===== config.mk =====
export PLATFORM = sky130hd
export DESIGN_NAME = remain_count_gen
export DESIGN_NICKNAME = d
export VERILOG_FILES = /design/src/rtl/remain_count_gen.sv
export SDC_FILE = /design/constraint.sdc
export NUM_CORES = 1
export LEC_CHECK = 0
export BUFFER_PORTS_ARGS = -buffer_cell sky130_fd_sc_hd__clkbuf_2
export CAP_MARGIN = 15
export CORE_UTILIZATION = 50
export CTS_CLUSTER_SIZE = 20
export DETAILED_ROUTE_END_ITERATION = 12
export PLACE_DENSITY = 0.76
export SLEW_MARGIN = 40
export SYNTH_ARGS = -nofsm -noshare
export SYNTH_HDL_FRONTEND = slang
export SYNTH_SLANG_ARGS = --single-unit
export TNS_END_PERCENT = 10

===== constraint.sdc =====
create_clock -name CLK -period 2.8 [get_ports CLK]
set_input_delay 0.84 -clock CLK [delete_from_list [all_inputs] [get_ports CLK]]
set_output_delay 0.84 -clock CLK [all_outputs]
set_load 0.02 [all_outputs]

===== src/rtl/remain_count_gen.sv =====
// Alarm remaining-count source: counts a BCD digit down from START_COUNT once per TICK_DIV cycles.
// Optional snooze support is enabled by defining REMAIN_SNOOZE_EN.
//
// state | meaning
// IDLE  | no alarm; digit 0, prescaler held at 0
// RUN   | alarm active; digit steps down at each prescaler terminal count
// DONE  | one-cycle EXPIRED pulse after natural completion
module remain_count_gen #(
    parameter int TICK_DIV    = 50_000_000,
    parameter int START_COUNT = 9,
    parameter int SNOOZE_MAX  = 3
) (
    input  logic       CLK,
    input  logic       RST_N,
    input  logic       TRIG,
    input  logic       STOP,
    input  logic       SNOOZE,
    output logic [3:0] digit,
    output logic       ALARM,
    output logic       EXPIRED
);

    localparam int              PW          = $clog2(TICK_DIV);
    localparam logic [PW-1:0]   PS_LAST     = PW'(TICK_DIV - 1);
    localparam logic [3:0]      START_DIGIT = 4'(START_COUNT);

    typedef enum logic [1:0] {IDLE, RUN, DONE} state_t;

    state_t          state;
    logic [PW-1:0]   prescaler;
    logic            tick;
    logic            snooze_ok;

    assign tick = (prescaler == PS_LAST);

`ifdef REMAIN_SNOOZE_EN
    localparam int            SW       = (SNOOZE_MAX < 1) ? 1 : $clog2(SNOOZE_MAX + 1);
    localparam logic [SW-1:0] SN_LIMIT = SW'(SNOOZE_MAX);

    logic [SW-1:0] snooze_cnt;

    assign snooze_ok = SNOOZE && (snooze_cnt < SN_LIMIT);

    always_ff @(posedge CLK or negedge RST_N) begin
        if (!RST_N) begin
            snooze_cnt <= '0;
        end else if (state == IDLE && TRIG && !STOP) begin
            snooze_cnt <= '0;
        end else if (state == RUN && !STOP && snooze_ok) begin
            snooze_cnt <= snooze_cnt + 1'b1;
        end
    end
`else
    localparam int snooze_max_unused = SNOOZE_MAX;
    logic snooze_unused;

    assign snooze_unused = SNOOZE;
    assign snooze_ok     = 1'b0;
`endif

    // Priority inside RUN: STOP, then snooze reload, then the terminal tick.
    always_ff @(posedge CLK or negedge RST_N) begin
        if (!RST_N) begin
            state     <= IDLE;
            digit     <= '0;
            ALARM     <= 1'b0;
            EXPIRED   <= 1'b0;
            prescaler <= '0;
        end else begin
            EXPIRED <= 1'b0;
            unique case (state)
                IDLE: begin
                    prescaler <= '0;
                    digit     <= '0;
                    ALARM     <= 1'b0;
                    if (TRIG && !STOP) begin
                        state <= RUN;
                        digit <= START_DIGIT;
                        ALARM <= 1'b1;
                    end
                end
                RUN: begin
                    if (STOP) begin
                        state     <= IDLE;
                        digit     <= '0;
                        ALARM     <= 1'b0;
                        prescaler <= '0;
                    end else if (snooze_ok) begin
                        digit     <= START_DIGIT;
                        prescaler <= '0;
                    end else if (tick) begin
                        prescaler <= '0;
                        if (digit == 4'd0) begin
                            state   <= DONE;
                            ALARM   <= 1'b0;
                            EXPIRED <= 1'b1;
                        end else begin
                            digit <= digit - 1'b1;
                        end
                    end else begin
                        prescaler <= prescaler + 1'b1;
                    end
                end
                DONE: begin
                    state     <= IDLE;
                    digit     <= '0;
                    ALARM     <= 1'b0;
                    prescaler <= '0;
                end
                default: begin
                    state <= IDLE;
                end
            endcase
        end
    end

endmodule


==> results of run 1 <==
logic make-up (layout without fill, tap and decap cells):
logic type	after synthesis	count (layout)	synth area share, %
adder cells (fa/ha/maj)	8	8	4.849
buffers and inverters	22	36	4.485
flip-flops	34	34	41.21
AO/OA/AOI/OAI	53	53	15.09
XOR/XNOR	7	7	2.970
AND/OR/NAND/NOR	105	105	29.82
multiplexers	3	3	1.576
where the power goes:
group          switching [W]  internal [W]  total (W)  leakage, nW
sequential         0.0000362      0.000520   0.000557        0.471
combinational       0.000200      0.000121   0.000321        0.421
clock               0.000179      0.000248   0.000427       0.0575
state kept, by name, summed over array words and instances, names as in the netlist:
signal and count:
EXPIRED 1, digit 4, prescaler 26, state 2, ALARM 1
cell usage in the layout (no fill, tap or decap), drive strengths merged, types with 3 or more instances in the layout:
cell     n
nor2    14
o21ai   16
nand4    9
and2     3
o31ai    4
a21oi   18
nand3   17
or3      8
xor2     6
o22ai    4
nand2b   5
nor3     4
inv     13
buf      6
ha       8
clkbuf  17
a31oi    3
or4b     3
and3     5
dfrtp   34
nor4     6
nand2   20
final cells by class:
| cell class | instances | area [um2] |
|---|---|---|
| Sequential cell | 34 | 850.8 |
| Multi-Input combinational cell | 176 | 1121 |
| Inverter | 13 | 48.80 |
| Tap cell | 48 | 60.06 |
| Timing Repair Buffer | 15 | 92.59 |
| Fill cell | 329 | 1515 |
| Clock buffer | 8 | 110.1 |
synthesized netlist by cell type (all sizes together), types with 3 or more instances:
cell / n / area, um2
dfrtp: 34 / 850.8
nand2: 20 / 77.58
a21oi: 18 / 90.09
nand3: 17 / 85.08
o21ai: 16 / 80.08
nor2: 14 / 52.55
inv: 13 / 48.80
nand4: 9 / 56.30
ha: 8 / 100.1
or3: 8 / 50.05
nor4: 6 / 73.82
xor2: 6 / 52.55
and3: 5 / 33.78
clkbuf: 5 / 18.77
nand2b: 5 / 31.28
buf: 4 / 25.02
nor3: 4 / 20.02
o22ai: 4 / 25.02
o31ai: 4 / 30.03
a31oi: 3 / 18.77
and2: 3 / 20.02
or4b: 3 / 33.78
final timing paths:
check	endpoint	depth (start not counted)	slack (ns)	from
max	prescaler[24]$_DFFE_PN0P_	6	0.41	prescaler[0]$_DFFE_PN0P_
min	prescaler[6]$_DFFE_PN0P_	1	0.52	prescaler[6]$_DFFE_PN0P_
max reg2reg	prescaler[24]$_DFFE_PN0P_	6	0.41	prescaler[0]$_DFFE_PN0P_
min reg2reg	prescaler[6]$_DFFE_PN0P_	1	0.52	prescaler[6]$_DFFE_PN0P_
max in group asynchronous	prescaler[15]$_DFFE_PN0P_	1	1.94	RST_N
min in group asynchronous	prescaler[2]$_DFFE_PN0P_	1	0.53	RST_N
critical path, delay by kind of cell (launching register included):
| kind | cells | cell delay [ns] |
|---|---|---|
| simple gates | 4 | 1.54 |
| fa+ha+maj | 1 | 0.24 |
| flops | 1 | 0.40 |
| compound gates | 1 | 0.14 |
metal layers:
| metal | global-route usage (%) | wire, um |
|---|---|---|
| met5 | 0 | 0 |
| met1 | 32.86 | 2181 |
| met4 | 11.70 | 82 |
| met3 | 3.793 | 148 |
| met2 | 37.24 | 2160 |
through the flow:
stage	cells	area (um2)	hold WS (ns)	setup slack, ns	total power (W)
after CTS	294	2283	0.5134	0.4050	0.001314
final	294	2283	0.5180	0.4066	0.001305
after global placement	286	2171	0.4975	0.3440	0.0008709
after global routing	294	2283	0.5343	0.2048	0.001378
after floorplan	232	2064	0.4661	0.4081	0.0007876
after detailed placement	286	2173	0.4994	0.2886	0.0008829
==> flow_summary_export.csv, run 1 <==
group,metric,value,unit
synth,syn_inst,232,
global_route,grt_max_degree,35,
synth,ys_warn_count,0,
timing,tns,0,ns
critical_path,cp_cell_sequence,"ha_1 > nand3_1 > nor4_2 > nand4_1 > or3_1 > a21oi_1",
pwr,p_per_area,571.5,nW/um2
global_route,antenna_found_initial,0,
run,cap_violations,0,
drt,first_pass_iters,4,
synth,yosysUniqueCellTypes,47,
clocking,clock_path_buffers,2,
floorplanning,dieHeight,66.26,um
clocking,clk_pin_slew,0.07,ns
critical_path,cp_max_fo,7,
floorplanning,io_pins,11,
drt,vias,1727,
critical_path,worstPathArrival,2.60,ns
clocking,cts.sinks,34,
global_route,track_usage,24.16,%
floorplanning,core,3799,um2
place,dp_hpwl,3.170,mm
place,gp_congestion,0.8812,
clocking,clock_latency,0.29,ns
critical_path,start_kind,"register",
clocking,htreeDepth,2,
drt,dr.first_iter.drc_count,130,
global_route,grt_pass1_vias,1732,
synth,ys_seq_elements,34,
synth,ys_seq_area_share,41.21,%
status,status,"complete, no violations",
critical_path,critPathSlowestCell,"nor4_2",
worst_hold_path,hold_class,"reg -> reg",
critical_path,worstSetupPathType,"reg -> reg",
global_route,grt_pass1_wl,7.976,mm
cells_and_area,nNetsFinal,258,
timing,max_freq,0.4178,GHz
timing,worstMarginPinSlew,0.6735,ns
timing,post-route-min-period,2.393,ns
clocking,ctsHoldBuffers,0,
timing,grt_setup_unrepaired,"no",
clocking,cts_inserted_buffers,5,
cells_and_area,drive_above_1_share,15.45,%
critical_path,cp.required,3.01,ns
cells_and_area,insertedDiodeCount,0,
floorplanning,rows,22,
floorplanning,die_x,66.26,um
clocking,cts_tree,"done",
synth,synth-main-ff-cell,"dfrtp_1",
pwr,power.leakage,0.9486,nW
cells_and_area,fin_util,60.11,%
floorplanning,die_area,4390,um2
synth,avgSynthCellArea,8.899,um2
timing,hold_viol_final,0,
timing,finalMaxSlewViolations,0,
timing,setup_viol,0,
synth,synth.cell_area,2064,um2
floorplanning,initial_utilization,54.35,%
drt,wl_per_cell,15.55,um
pwr,ir_drop,0.0004712,V
global_route,overflow,0,
timing,fin_crit_sh,85.48,%
place,port_buffers,9,
synth,synth-edff-count,0,
synth,synth_nets,245,
synth,synthArstFlopShare,100.0,%
timing,finClkSkew,0.005124,ns
drt,viasPerCell,5.874,
critical_path,crit_path_max_incr_delay,0.69,ns
drt,routed_wl,4.573,mm
clocking,post_cts_buffers,0,
critical_path,cp-end-kind,"register",
clocking,clockRootBuffer,"clkbuf_8",
drt,detail-route-antenna-nets,0,
clocking,cts_resized,0,
drt,drc,0,
timing,slew_headroom,54.72,%
cells_and_area,area_growth,10.61,%
No activity file was read; power rests on OpenSTA's default activity.
==> inputs of run 2 (changes only) <==
- CORE_MARGIN: default -> 5
==> run 2 against run 1 <==
Non-clock buffer count increased by 1. Power decreased by 6.9%. Combinational power about the same. Sequential share of layout area increased by 0.39 points. Wire length decreased by 2.6%. Via count increased by 3.1%. Utilization decreased by 3.6 points. Sequential power about the same. Critical path type unchanged. Largest cell class unchanged.
==> flow_summary_export.csv, run 2 (synthesized netlist as in run 1, its figures left out) <==
group,metric,value,unit
critical_path,cp_max_fo,10,
worst_hold_path,hold_start,"ALARM$_DFFE_PN0P_",
place,dpl-instance-area,2183,um2
clocking,post_cts_buffers,0,
clocking,ctsHoldBuffers,0,
pwr,power_frac_comb,26.5,%
global_route,grt_pass1_vias,1632,
drt,vias,1781,
timing,slew_headroom,51.86,%
clocking,htreeDepth,2,
critical_path,worstSetupPathType,"reg -> reg",
critical_path,r2r_cells,6,
cells_and_area,stdcell_count,296,
global_route,track_usage,18.03,%
place,gp_congestion,0.8729,
place,dp_hpwl,3.173,mm
drt,dr.first_iter.drc_count,99,
timing,setup_viol,0,
drt,routed_wl,4.456,mm
place,dp.cells,289,
floorplanning,die_area,5514,um2
floorplanning,initial_utilization,51.61,%
clocking,clk_pin_slew,0.07,ns
cells_and_area,largest_reg_flops,26,
cells_and_area,insertedDiodeCount,0,
drt,first_pass_iters,4,
critical_path,critPathSlowestCell,"or4b_4",
pwr,pwr-share-seq,45.8,%
clocking,clock_path_buffers,2,
cells_and_area,drive_above_1_share,14.63,%
floorplanning,dieHeight,74.26,um
cells_and_area,fillCellCount,364,
timing,fin_crit_sh,86.25,%
cells_and_area,layout_common_cells,"dfrtp_1 (34), nand2_1 (19), a21oi_1 (18), nand3_1 (17), o21ai_0 (16)",
floorplanning,io_pins,11,
clocking,cts_resized,0,
pwr,power.leakage,0.9346,nW
critical_path,cp-end-kind,"register",
clocking,clock_latency,0.28,ns
floorplanning,die_x,74.26,um
cells_and_area,layout_commonest_cell,"dfrtp_1",
critical_path,start_kind,"register",
pwr,p_per_area,537.8,nW/um2
global_route,grt_pass1_wl,7.617,mm
critical_path,rr_startpoint,"prescaler[7]$_DFFE_PN0P_",
run,cap_violations,0,
global_route,grt_max_degree,35,
clocking,cts_tree,"done",
cells_and_area,nNetsFinal,259,
clocking,clockRootBuffer,"clkbuf_8",
clocking,cts_inserted_buffers,5,
drt,detail-route-antenna-nets,0,
pwr,p_int,0.0008175,W
timing,post-route-min-period,2.415,ns
pwr,ir_drop,0.0003588,V
timing,worstMarginPinSlew,0.7155,ns
floorplanning,rows,23,
worst_hold_path,holdPathStages,2,
status,status,"complete, no violations",
pwr,p_switching,0.0003979,W
critical_path,cp_common_cell,"nor2_1",
pwr,clockPowerShare,27.7,%
worst_hold_path,hold_end,"ALARM$_DFFE_PN0P_",
critical_path,cp.required,2.95,ns
timing,finClkSkew,0.007720,ns
drt,drc,0,
timing,finalMaxSlewViolations,0,
critical_path,cp_cell_sequence,"or4b_4 > nor4_4 > a21oi_1 > buf_4 > nor2_1 > nor2_1",
timing,hold_viol_final,0,
drt,viasPerCell,6.017,
global_route,antenna_found_initial,0,
clocking,cts.sinks,34,
timing,max_freq,0.4141,GHz
cells_and_area,area_growth,9.455,%
cells_and_area,design_area,2260,um2
critical_path,rr_endpoint,"prescaler[19]$_DFFE_PN0P_",
timing,grt_setup_unrepaired,"no",
cells_and_area,regMostFlops,"prescaler",
worst_hold_path,hold_class,"reg -> reg",
timing,holdWs,0.5202,ns
critical_path,crit_path_max_incr_delay,0.56,ns
critical_path,worstPathArrival,2.56,ns
place,port_buffers,9,
cells_and_area,reg_top3,"prescaler (26), digit (4), state (2)",
global_route,overflow,0,
critical_path,regToRegSetupSlack,0.39,ns
timing,tns,0,ns
drt,wl_per_cell,15.05,um
pwr,p_sw_share,32.74,%
floorplanning,core,4000,um2
## run 2: power groups by stage
stage,sequential [W],combinational [W],clock [W]
floorplan,0.000580,0.000207,0
global placement,0.000563,0.000315,0
detailed placement,0.000567,0.000321,0
CTS,0.000557,0.000323,0.000347
global route,0.000561,0.000364,0.000372
finish,0.000557,0.000322,0.000337
## run 2: area by class of cell
cell class,count,area [um2],area share [%]
Multi-Input combinational cell,176,1121,49.61
Sequential cell,34,850.8,37.65
Timing Repair Buffer,16,100.1,4.430
Clock buffer,7,76.32,3.378
Tap cell,50,62.56,2.769
Inverter,13,48.80,2.159
## run 2: worst max path at each step
stage                                   from                   endpoint  slack, ns
floorplan                               STOP  prescaler[13]$_DFFE_PN0P_       0.41
global route        prescaler[7]$_DFFE_PN0P_  prescaler[17]$_DFFE_PN0P_       0.22
global placement                        STOP  prescaler[14]$_DFFE_PN0P_       0.34
CTS                 prescaler[7]$_DFFE_PN0P_  prescaler[21]$_DFFE_PN0P_       0.37
finish              prescaler[7]$_DFFE_PN0P_  prescaler[19]$_DFFE_PN0P_       0.39
detailed placement                      STOP   prescaler[5]$_DFFE_PN0P_       0.30
## run 2: per-layer routing
layer,vias to the layer above,global-route usage (%),share of wire (%)
met4,0,5.138,0.67
met2,51,30.02,48
met1,855,22.98,45
met5,-,0,0
li1,869,-,-
met3,6,5.135,6.4
## run 2: stage by stage
stage	power [W]	util [%]	setup WS, ns
after detailed placement	0.0008873	54.58	0.2983
after global routing	0.001297	56.49	0.2246
after floorplan	0.0007876	-	0.4081
after CTS	0.001227	56.49	0.3708
after global placement	0.0008780	54.52	0.3404
final	0.001215	56.49	0.3851
## run 2: worst max-delay path, delay by kind of cell, from the launching register on
kind	cells	cell delay (ns)
AOI/OAI and AO/OA	1	0.13
buffers and inverters	1	0.19
DFF	1	0.49
and+or+nand+nor	4	1.47
